===== config.mk =====
export PLATFORM = sky130hd
export DESIGN_NAME = bp_cce_lce_req_decode
export DESIGN_NICKNAME = d
export VERILOG_FILES = /design/src/rtl/bp_me_pkg.sv /design/src/rtl/bp_cce_req_buf.sv /design/src/rtl/bp_cce_lce_req_decode.sv
export SDC_FILE = /design/constraint.sdc
export NUM_CORES = 1
export LEC_CHECK = 0
export BUFFER_PORTS_ARGS = -buffer_cell sky130_fd_sc_hd__buf_2
export CORE_MARGIN = 2
export CORE_UTILIZATION = 38
export DETAILED_ROUTE_END_ITERATION = 16
export SLEW_MARGIN = 5
export SYNTH_ARGS = -nofsm -noshare
export SYNTH_HDL_FRONTEND = slang
export SYNTH_SLANG_ARGS = --single-unit

===== constraint.sdc =====
create_clock -name clk_i -period 4 [get_ports clk_i]
set_clock_uncertainty 0.05 [all_clocks]
set_input_delay 0.2 -clock clk_i [delete_from_list [all_inputs] [get_ports clk_i]]
set_output_delay 0.2 -clock clk_i [all_outputs]
set_load 0.01 [all_outputs]

===== src/rtl/bp_me_pkg.sv =====
// rtl/bp_me_pkg.sv - shared BedRock LCE request types and CCE request-decode helpers
package bp_me_pkg;

  localparam int paddr_width_gp  = 40;
  localparam int lce_id_width_gp = 4;
  localparam int cce_id_width_gp = 4;
  localparam int lce_assoc_gp    = 8;
  localparam int lg_lce_assoc_gp = $clog2(lce_assoc_gp);
  localparam int dword_width_gp  = 64;

  typedef enum logic [2:0] {
    e_bedrock_msg_size_1   = 3'd0,
    e_bedrock_msg_size_2   = 3'd1,
    e_bedrock_msg_size_4   = 3'd2,
    e_bedrock_msg_size_8   = 3'd3,
    e_bedrock_msg_size_16  = 3'd4,
    e_bedrock_msg_size_32  = 3'd5,
    e_bedrock_msg_size_64  = 3'd6,
    e_bedrock_msg_size_128 = 3'd7
  } bp_bedrock_msg_size_e;

  // Encodings 13..15 are undefined and must be rejected by the receiver
  typedef enum logic [3:0] {
    e_bedrock_req_rd      = 4'd0,
    e_bedrock_req_wr      = 4'd1,
    e_bedrock_req_uc_rd   = 4'd2,
    e_bedrock_req_uc_wr   = 4'd3,
    e_bedrock_req_amoswap = 4'd4,
    e_bedrock_req_amoadd  = 4'd5,
    e_bedrock_req_amoxor  = 4'd6,
    e_bedrock_req_amoand  = 4'd7,
    e_bedrock_req_amoor   = 4'd8,
    e_bedrock_req_amomin  = 4'd9,
    e_bedrock_req_amomax  = 4'd10,
    e_bedrock_req_amominu = 4'd11,
    e_bedrock_req_amomaxu = 4'd12
  } bp_bedrock_req_type_e;

  typedef enum logic [1:0] {
    e_cls_cached = 2'd0,
    e_cls_uc_rd  = 2'd1,
    e_cls_uc_wr  = 2'd2,
    e_cls_amo    = 2'd3
  } bp_cce_req_class_e;

  typedef enum logic {
    e_cce_mode_normal   = 1'b0,
    e_cce_mode_uncached = 1'b1
  } bp_cce_mode_e;

  typedef struct packed {
    logic [cce_id_width_gp-1:0] dst_id;
    logic [lce_id_width_gp-1:0] src_id;
    logic                       non_exclusive;
    logic [lg_lce_assoc_gp-1:0] lru_way_id;
    logic                       amo_no_return;
  } bp_bedrock_lce_req_payload_s;

  typedef struct packed {
    bp_bedrock_req_type_e        msg_type;
    logic [paddr_width_gp-1:0]   addr;
    bp_bedrock_msg_size_e        size;
    bp_bedrock_lce_req_payload_s payload;
  } bp_bedrock_lce_req_hdr_s;

  typedef struct packed {
    bp_bedrock_lce_req_hdr_s    header;
    logic [dword_width_gp-1:0]  data;
  } bp_bedrock_lce_req_msg_s;

  localparam int lce_req_msg_width_gp = $bits(bp_bedrock_lce_req_msg_s);

  // Cached transfers always move one whole block: size code is log2(bytes per block)
  function automatic bp_bedrock_msg_size_e bp_cached_size(input int block_width);
    return bp_bedrock_msg_size_e'(3'($clog2(block_width / 8)));
  endfunction

endpackage


===== src/rtl/bp_cce_req_buf.sv =====
// rtl/bp_cce_req_buf.sv - two-entry ready->valid message FIFO, no bypass
module bp_cce_req_buf
  #(parameter int width_p = 8)
  (input  logic               clk_i,
   input  logic               reset_n_i,
   input  logic [width_p-1:0] data_i,
   input  logic               v_i,
   output logic               full_o,
   output logic               v_o,
   output logic [width_p-1:0] data_o,
   input  logic               yumi_i);

  logic [1:0][width_p-1:0] r_mem;
  logic                    r_rd_ptr;
  logic                    r_wr_ptr;
  logic [1:0]              r_count;
  logic                    w_enq;
  logic                    w_deq;

  assign full_o = (r_count == 2'd2);
  assign v_o    = (r_count != 2'd0);
  assign data_o = r_mem[r_rd_ptr];
  assign w_enq  = v_i & ~full_o;
  assign w_deq  = yumi_i & v_o;

  // Entry storage, pointers and occupancy; entries cleared so the head never reads X
  always_ff @(posedge clk_i or negedge reset_n_i) begin
    if (!reset_n_i) begin
      r_mem    <= '0;
      r_rd_ptr <= 1'b0;
      r_wr_ptr <= 1'b0;
      r_count  <= 2'd0;
    end else begin
      if (w_enq) begin
        r_mem[r_wr_ptr] <= data_i;
        r_wr_ptr        <= ~r_wr_ptr;
      end
      if (w_deq) begin
        r_rd_ptr <= ~r_rd_ptr;
      end
      case ({w_enq, w_deq})
        2'b10:   r_count <= r_count + 2'd1;
        2'b01:   r_count <= r_count - 2'd1;
        default: r_count <= r_count;
      endcase
    end
  end

endmodule


===== src/rtl/bp_cce_lce_req_decode.sv =====
// rtl/bp_cce_lce_req_decode.sv - CCE receiver: buffers, validates and decodes LCE requests with credit tracking
module bp_cce_lce_req_decode
  import bp_me_pkg::*;
  #(parameter int block_width_p = 512,
    parameter int credits_p     = 2,
    localparam int lce_req_msg_width_lp = lce_req_msg_width_gp,
    localparam int inflight_width_lp    = $clog2(credits_p + 1))
  (input  logic                            clk_i,
   input  logic                            reset_n_i,
   input  logic [cce_id_width_gp-1:0]      cce_id_i,
   input  logic                            cce_mode_i,
   input  logic [lce_req_msg_width_lp-1:0] lce_req_i,
   input  logic                            lce_req_v_i,
   output logic                            lce_req_ready_o,
   output logic                            req_v_o,
   input  logic                            req_yumi_i,
   output logic [lce_id_width_gp-1:0]      req_src_lce_o,
   output logic [paddr_width_gp-1:0]       req_addr_o,
   output logic [2:0]                      req_size_o,
   output logic [1:0]                      req_class_o,
   output logic                            req_write_o,
   output logic                            req_non_excl_o,
   output logic [lg_lce_assoc_gp-1:0]      req_lru_way_o,
   output logic [3:0]                      req_amo_op_o,
   output logic                            req_amo_no_return_o,
   output logic [dword_width_gp-1:0]       req_data_o,
   input  logic                            complete_i,
   output logic                            error_o,
   output logic [inflight_width_lp-1:0]    inflight_o);

  localparam logic [1:0] e_reset = 2'd0;
  localparam logic [1:0] e_ready = 2'd1;
  localparam logic [1:0] e_error = 2'd2;

  localparam bp_bedrock_msg_size_e cached_size_lp = bp_cached_size(block_width_p);
  localparam logic [inflight_width_lp-1:0] credit_lim_lp = inflight_width_lp'(credits_p);

  logic [1:0]                      r_state;
  logic [1:0]                      w_state_next;
  logic [inflight_width_lp-1:0]    r_inflight;
  logic                            r_underflow;
  logic                            w_buf_full;
  logic                            w_buf_v;
  logic                            w_buf_yumi;
  logic [lce_req_msg_width_lp-1:0] w_head_raw;
  bp_bedrock_lce_req_msg_s         w_head;
  bp_bedrock_req_type_e            w_type;
  logic                            w_is_cached;
  logic                            w_is_uc_rd;
  logic                            w_is_uc_wr;
  logic                            w_is_amo;
  logic                            w_illegal;
  logic                            w_yumi;

  bp_cce_req_buf #(.width_p(lce_req_msg_width_lp)) u_buf
    (.clk_i     (clk_i),
     .reset_n_i (reset_n_i),
     .data_i    (lce_req_i),
     .v_i       (lce_req_v_i & lce_req_ready_o),
     .full_o    (w_buf_full),
     .v_o       (w_buf_v),
     .data_o    (w_head_raw),
     .yumi_i    (w_buf_yumi));

  assign lce_req_ready_o = (r_state != e_reset) & ~w_buf_full;

  assign w_head      = w_head_raw;
  assign w_type      = w_head.header.msg_type;
  assign w_is_cached = (w_type == e_bedrock_req_rd) | (w_type == e_bedrock_req_wr);
  assign w_is_uc_rd  = (w_type == e_bedrock_req_uc_rd);
  assign w_is_uc_wr  = (w_type == e_bedrock_req_uc_wr);
  assign w_is_amo    = (w_type >= e_bedrock_req_amoswap) & (w_type <= e_bedrock_req_amomaxu);

  assign w_illegal = (w_head.header.payload.dst_id != cce_id_i)
                   | (w_is_cached & (w_head.header.size != cached_size_lp))
                   | ((w_is_cached | w_is_amo) & (cce_mode_i == e_cce_mode_uncached))
                   | ~(w_is_cached | w_is_uc_rd | w_is_uc_wr | w_is_amo);

  // A legal head is offered only while a credit is free; a dropped head leaves via e_error
  assign req_v_o    = (r_state == e_ready) & w_buf_v & ~w_illegal & (r_inflight != credit_lim_lp);
  assign w_yumi     = req_yumi_i & req_v_o;
  assign w_buf_yumi = w_yumi | (r_state == e_error);

  assign error_o    = (r_state == e_error) | r_underflow;
  assign inflight_o = r_inflight;

  assign req_src_lce_o       = w_head.header.payload.src_id;
  assign req_addr_o          = w_head.header.addr;
  assign req_size_o          = w_head.header.size;
  assign req_write_o         = (w_type == e_bedrock_req_wr) | w_is_uc_wr;
  assign req_non_excl_o      = (w_type == e_bedrock_req_rd) & w_head.header.payload.non_exclusive;
  assign req_lru_way_o       = w_head.header.payload.lru_way_id;
  assign req_amo_op_o        = w_type;
  assign req_amo_no_return_o = w_head.header.payload.amo_no_return;
  assign req_data_o          = w_head.data;

  // Request class from message type; undefined types never reach req_v_o
  always_comb begin
    req_class_o = e_cls_cached;
    if (w_is_uc_rd)      req_class_o = e_cls_uc_rd;
    else if (w_is_uc_wr) req_class_o = e_cls_uc_wr;
    else if (w_is_amo)   req_class_o = e_cls_amo;
  end

  // Next state: leave reset on the first edge, detour one cycle through e_error on a bad head
  always_comb begin
    w_state_next = r_state;
    case (r_state)
      e_reset: w_state_next = e_ready;
      e_ready: if (w_buf_v & w_illegal) w_state_next = e_error;
      e_error: w_state_next = e_ready;
      default: w_state_next = e_reset;
    endcase
  end

  // State register
  always_ff @(posedge clk_i or negedge reset_n_i) begin
    if (!reset_n_i) r_state <= e_reset;
    else            r_state <= w_state_next;
  end

  // Credit counter: yumi takes a credit, complete returns one; a return at zero is flagged
  always_ff @(posedge clk_i or negedge reset_n_i) begin
    if (!reset_n_i) begin
      r_inflight  <= '0;
      r_underflow <= 1'b0;
    end else begin
      r_underflow <= 1'b0;
      if (w_yumi & ~complete_i) begin
        r_inflight <= r_inflight + inflight_width_lp'(1);
      end else if (complete_i & ~w_yumi) begin
        if (r_inflight == '0) r_underflow <= 1'b1;
        else                  r_inflight  <= r_inflight - inflight_width_lp'(1);
      end
    end
  end

endmodule

## After elaboration in Yosys (flattened, before gate mapping)

Cells that the tools add are included.

| operators by class | value |
|---|---|
| $add $sub $neg | 4 |
| $lt $le $gt $ge | 5 |
| eq/ne operators | 13 |
| mux-type cells | 17 |
| bitwise operators | 33 |
| reduce and logical (&&, ||, !) cells | 10 |

Operator list:

| cell | number |
|---|---|
| $mux W124 | 3 |
| $bwmux W248 | 1 |
| $demux W124 S1 | 1 |
| $and A1 B1 Y1 | 15 |
| $mux W2 | 7 |
| $or A1 B1 Y1 | 11 |
| $eq A4 B2 Y1 const B | 2 |
| $pmux W2 S2 | 2 |
| $reduce_bool A2 Y1 | 4 |
| $not A1 Y1 | 7 |
| $eq A2 B2 Y1 const B | 3 |
| $add A2 B1 Y2 const B | 2 |
| $eq A2 B1 Y1 const B | 2 |
| $eq A4 B1 Y1 const B | 1 |
| $ge A4 B3 Y1 const B | 1 |
| $le A4 B4 Y1 const B | 1 |
| $logic_not A2 Y1 | 2 |
| $logic_not A4 Y1 | 1 |
| $lt A1 B2 Y1 const B | 2 |
| $ne A2 B2 Y1 const B | 2 |
| $ne A4 B4 Y1 | 1 |
| $sub A2 B1 Y2 const B | 2 |
| $mux W1 | 3 |
| $ne A3 B3 Y1 const B | 1 |
| 5 further kinds | 5 |

| word-level totals | value |
|---|---|
| register bits | 257 |
| output and inout port bits | 128 |
| logic and storage cells | 90 |

## Longest topological paths before layout

| logic depth | value |
|---|---|
| depth after elaboration | 17 |
| depth in mapped cells | 10 |

## Hierarchy

From an unflattened synthesis, not the netlist that was laid out.

| unflattened totals | value |
|---|---|
| cells, all modules | 734 |
| area, all modules | 11307.1 um2 |

By module, submodules not included:

| module | instances | cells an instance | area an instance (um2) | seq. area each (um2) |
|---|---|---|---|---|
| bp_cce_req_buf | 1 | 679 | 10856.7 | 6306.0 |
| bp_cce_lce_req_decode | 1 | 55 | 450.4 | 125.1 |

## Least setup slack after synthesis

No wires, ideal clock.

| timing | value |
|---|---|
| kind | reg2reg |
| start | register u_buf.r_rd_ptr |
| end | register r_inflight[1] (netlist: inflight_o[1]) |
| library setup time | 82 ps |
| arrival | 2402 ps |
| path slack | 1466 ps |
| stages on the path, launching flop included | 10 |
| path buffers | 1 |
| cell sequence | dfrtp_1 -> buf_6 -> mux2_4 -> o211a_1 -> or3_4 -> nor4_1 -> ha_1 -> nor2_1 -> mux2i_1 -> o22ai_1 |

| on the way | value |
|---|---|
| word-level cells in the longest chain between the ends | 17 |
| elaborated cells on any way between the ends | 33 |

RTL lines:

| what | RTL line | text |
|---|---|---|
| start: declaration | bp_cce_req_buf.sv:14 | `logic r_rd_ptr;` |
| start signal: assignment | bp_cce_req_buf.sv:39 | `r_rd_ptr <= ~r_rd_ptr;` |
| $mux W124 (implied by the code) (*) (2 in a row) | bp_cce_req_buf.sv:22 | `assign data_o = r_mem[r_rd_ptr];` |
| via req_amo_op_o[0] | bp_cce_lce_req_decode.sv:24 | `output logic [3:0] req_amo_op_o,` |
| branches (longest 6 deep; another with $ge A4 B3 Y1) | n/a |  |
| $or A1 B1 Y1 (*) | bp_cce_lce_req_decode.sv:77 | `\| ~(w_is_cached \| w_is_uc_rd \| w_is_uc_wr \| w_is_amo);` |
| $not A1 Y1 (*) | bp_cce_lce_req_decode.sv:80 | `assign req_v_o = (r_state == e_ready) & w_buf_v & ~w_illegal & (r_inflight != credit_lim_lp);` |
| $and A1 B1 Y1 (*) (2 in a row) | bp_cce_lce_req_decode.sv:80 |  |
| $and A1 B1 Y1 (*) | bp_cce_lce_req_decode.sv:81 | `assign w_yumi = req_yumi_i & req_v_o;` |
| $not A1 Y1 | bp_cce_lce_req_decode.sv:131 | `end else if (complete_i & ~w_yumi) begin` |
| $and A1 B1 Y1 | bp_cce_lce_req_decode.sv:131 |  |
| $reduce_bool A2 Y1 (no source line) | n/a |  |
| $reduce_and A2 Y1 (no source line) | n/a |  |
| end signal: assignment | bp_cce_lce_req_decode.sv:130 | `r_inflight <= r_inflight + inflight_width_lp'(1);` |
| end signal: assignment | bp_cce_lce_req_decode.sv:133 | `else r_inflight <= r_inflight - inflight_width_lp'(1);` |
| end: declaration | bp_cce_lce_req_decode.sv:40 | `logic [inflight_width_lp-1:0] r_inflight;` |

Mark *: on every way through the listed nets, which the timed path passes. The select of a mux whose other input is x is not followed.
A chain may end at the register's enable or synchronous reset.

## Worst setup path in the final report

| timing | value |
|---|---|
| start | register u_buf.r_rd_ptr |
| end | output port req_v_o |

| on the way | value |
|---|---|
| word-level cells in the longest chain between the ends | 12 |
| elaborated cells on any way between the ends | 25 |

RTL lines:

| what | RTL line | text |
|---|---|---|
| $mux W124 (implied by the code) (*) (2 in a row) | bp_cce_req_buf.sv:22 |  |
| branches (longest 6 deep; another with $ge A4 B3 Y1) | n/a |  |
| $or A1 B1 Y1 (*) | bp_cce_lce_req_decode.sv:77 |  |
| $not A1 Y1 (*) | bp_cce_lce_req_decode.sv:80 |  |
| $and A1 B1 Y1 (*) (2 in a row) | bp_cce_lce_req_decode.sv:80 |  |
| end: declaration | bp_cce_lce_req_decode.sv:15 | `output logic req_v_o,` |

Every way passes the cells marked *. The select of a mux whose other input is x is not followed.

==> flow_metrics.env <==
export IMPL_cts_buffers=29
export IMPL_hpwlAfterDp_mm=15.6
export IMPL_timing_final_crit_share_pct=77.5
export IMPL_place_inst=1345
export IMPL_startpoint_type="flop"
export IMPL_outcome="completed"
export IMPL_p_sw_share_pct=32.6
export IMPL_powerDensity_nw_per_um2=844
export IMPL_nets=1254
export IMPL_rsz0062_at_grt="no"
export IMPL_stdcell_area_um2=15200
export IMPL_p_seq_share_pct=35.8
export IMPL_end_kind="primary output"
export IMPL_max_stage_delay_ns=0.60
export IMPL_grt_usage_pct=16.3
export IMPL_syn_cell_area_um2=11200
export IMPL_drive_gt1_share_pct=54.9
export IMPL_ant_nets=0
export IMPL_cp_required_ns=3.75
export IMPL_hold_class="input port to flop"
export IMPL_clock_root_buffer="clkbuf_16"
export IMPL_drtIter0Drc=256
export IMPL_clk_pin_slew_ns=0.06
export IMPL_critPathLaunch="u_buf.r_rd_ptr$_DFFE_PN0P_"
export IMPL_synth_seq_area_share_pct=57.4
export IMPL_synthArstFlopShare_pct=100
export IMPL_setup_worst_path_class="flop to primary output"
export IMPL_worst_pin_slew_ns=1.01
export IMPL_multi_input_area_um2=4590
export IMPL_ir_drop_v=0.000728
export IMPL_grt_start_max_net_pins=112
export IMPL_htree_levels=1
export IMPL_area_growth_pct=35.7
export IMPL_ys_top_cells_by_area="dfrtp_1, mux2_2, mux2_1"
export IMPL_ys_seq_elements=257
export IMPL_setup_viol=0
export IMPL_p_leak_nw=6.88
export IMPL_wl_per_cell_um=16.6
export IMPL_synthAdderAreaFrac_pct=0.335
export IMPL_register_area_um2=6430
export IMPL_fp_dieW_um=176
export IMPL_cts_path_max_buffers=3
export IMPL_yosys_top_cells_count="mux2_2, dfrtp_1, mux2_1"
export IMPL_p_sw_w=0.00419
export IMPL_globalplace_congestion=0.748
export IMPL_min_path_cells=3
export IMPL_synth_xor_area_share_pct=0.782
export IMPL_max_freq_mhz=322
export IMPL_worstPathCellList="mux2i_1, inv_2, o211a_1, or3_4, nor3_1, and2_1, buf_2"
export IMPL_avgSynthCellArea_um2=15.3
export IMPL_tns_ns=0
export IMPL_grt_pass1_vias=7991
export IMPL_synthFlopType="dfrtp_1"
export IMPL_synth_simple_area_share_pct=1.16
export IMPL_synth_compound_area_share_pct=1.08
export IMPL_crit_slowest_cell="dfrtp_4"
export IMPL_drc=0
export IMPL_initial_core_util_pct=38.8
export IMPL_yosys_area_top_type_share_pct=57.4
export IMPL_syn_inst=732
export IMPL_synth_warnings=0
export IMPL_num_vias=7279
export IMPL_yosysTopAreaCell="dfrtp_1"
export IMPL_grt_first_pass_wirelength_mm=41.3
export IMPL_routed_via_density=4.78
export IMPL_die_area_um2=30900
export IMPL_muxShareOfSynthArea_pct=37.5
export IMPL_hp_start="lce_req_v_i"
export IMPL_numPortBuffers=261
export IMPL_synth_edf_count=0
export IMPL_core_um2=28900
export IMPL_hold_end="u_buf.r_wr_ptr$_DFFE_PN0P_"
export IMPL_grt_overflow_total=0
export IMPL_dr_pass1_iters=4
export IMPL_finalCriticalPeriod_ns=3.10
export IMPL_layout_cells_non_filler=1523
export IMPL_slew_headroom_pct=32.4
export IMPL_slew_violations=0
export IMPL_arrival_ns=2.85
export IMPL_reg2reg_to="inflight_o[1]$_DFFE_PN0P_"
export IMPL_rr_worst_depth=9
export IMPL_cts_tree="yes"
export IMPL_synth_fp_nets=869
export IMPL_synth_cell_types=34
export IMPL_fillers=2511
export IMPL_max_cap_violations=0
export IMPL_combPwrFrac_pct=43.1
export IMPL_place_area_um2=13000
export IMPL_crit_fanout=20
export IMPL_antenna_cells=0
export IMPL_clockPowerShare_pct=21.0
export IMPL_internal_power_w=0.00865
export IMPL_clock_latency_ns=0.53
export IMPL_drt_wl_total_mm=25.2
export IMPL_post_cts_setup_buffer_count=0
export IMPL_hold_ws_ns=0.0486
export IMPL_synth_top_family_by_area="multiplexers"
export IMPL_r2r_start="u_buf.r_rd_ptr$_DFFE_PN0P_"
export IMPL_rows=62
export IMPL_hold_violations=0
export IMPL_numClockSinks=257
export IMPL_final_util_pct=52.7
export IMPL_regToRegSetupSlack_ns=1.11
export IMPL_antenna_found_initial=0
export IMPL_fp_dieH_um=176
export IMPL_ios=262
export IMPL_yosysMostFrequentCell="mux2_2"
[worst max path at each step]
stage,endpoint,slack (ns),depth (start not counted)
floorplan,inflight_o[1]$_DFFE_PN0P_,1.47,9
global placement,inflight_o[1]$_DFFE_PN0P_,1.20,8
detailed placement,inflight_o[1]$_DFFE_PN0P_,1.12,9
CTS,req_v_o,0.85,7
global route,req_v_o,0.69,7
finish,req_v_o,0.90,7
[cell type report]
cell class	count	area share, %
clock inverters	10	0.749
flip-flops and latches	257	42.3
repair buffers	394	17.5
multi-input cells	426	30.2
clock buffers	43	5.78
well taps	384	3.16
inverters	9	0.222
[registers in the layout, summed over array words and instances (netlist names)]
signal / flops
u_buf.r_mem: 248
inflight_o: 2
r_state: 2
u_buf.r_count: 2
r_underflow: 1
u_buf.r_rd_ptr: 1
u_buf.r_wr_ptr: 1
[metal layers]
| layer | up-vias | track usage [%] | part of all wire, % | routed length (µm) |
|---|---|---|---|---|
| met4 | 0 | 3.68 | 2.1 | 534 |
| li1 | 3398 | - | - | - |
| met1 | 3642 | 21.0 | 44 | 11100 |
| met3 | 40 | 4.61 | 7.0 | 1760 |
| met5 | - | 0 | 0 | 0 |
| met2 | 199 | 27.3 | 47 | 11800 |
[cells in the final DEF, fill, tap and decap left out, drive strengths merged, types with 2 or more instances in the layout]
cell / instances
a21oi: 4
buf: 269
bufinv: 2
clkbuf: 43
clkinv: 7
dfrtp: 257
dlygate4sd3: 125
ha: 3
inv: 10
mux2: 365
mux2i: 8
nand2: 6
nand3: 2
nand3b: 2
nor2: 7
nor4: 3
o21ai: 2
o22ai: 2
xnor2: 6
xor2: 4
[metrics by stage]
stage / setup slack [ns] / total power (W)
6_report: 0.898 / 0.0128
5_1_grt: 0.693 / 0.0137
4_1_cts: 0.848 / 0.0130
3_5_place_dp: 1.12 / 0.0101
3_3_place_gp: 1.20 / 0.0100
2_1_floorplan: 1.47 / 0.00830
[power groups by stage]
stage / Clock, W / Combinational, W / Sequential [W]
after floorplan: 0 / 0.00391 / 0.00439
after CTS: 0.00279 / 0.00563 / 0.00460
after global placement: 0 / 0.00544 / 0.00459
after detailed placement: 0 / 0.00550 / 0.00464
after global routing: 0.00290 / 0.00603 / 0.00478
final: 0.00270 / 0.00554 / 0.00459
[timing repair]
item | CTS | global route
hold buffers | 125 | 0
resized for setup | 0 | 0
endpoints found under the hold margin | 357 | 0
[worst max-delay path: cells and delay by family, from the launching register on]
kind            cells  cell delay (ns)
compound gates      1             0.16
mux                 1             0.39
flops               1             0.60
simple gates        3             0.92
buf+inv             2             0.23
[logic make-up (layout without fill, tap and decap cells)]
group           after synthesis  in the layout
mux                         373            373
flops                       257            257
buf+inv                      49            456
simple gates                 25             25
compound gates               15             15
xor+xnor                     10             10
fa+ha+maj                     3              3
No activity file was read; power rests on OpenSTA's default activity.
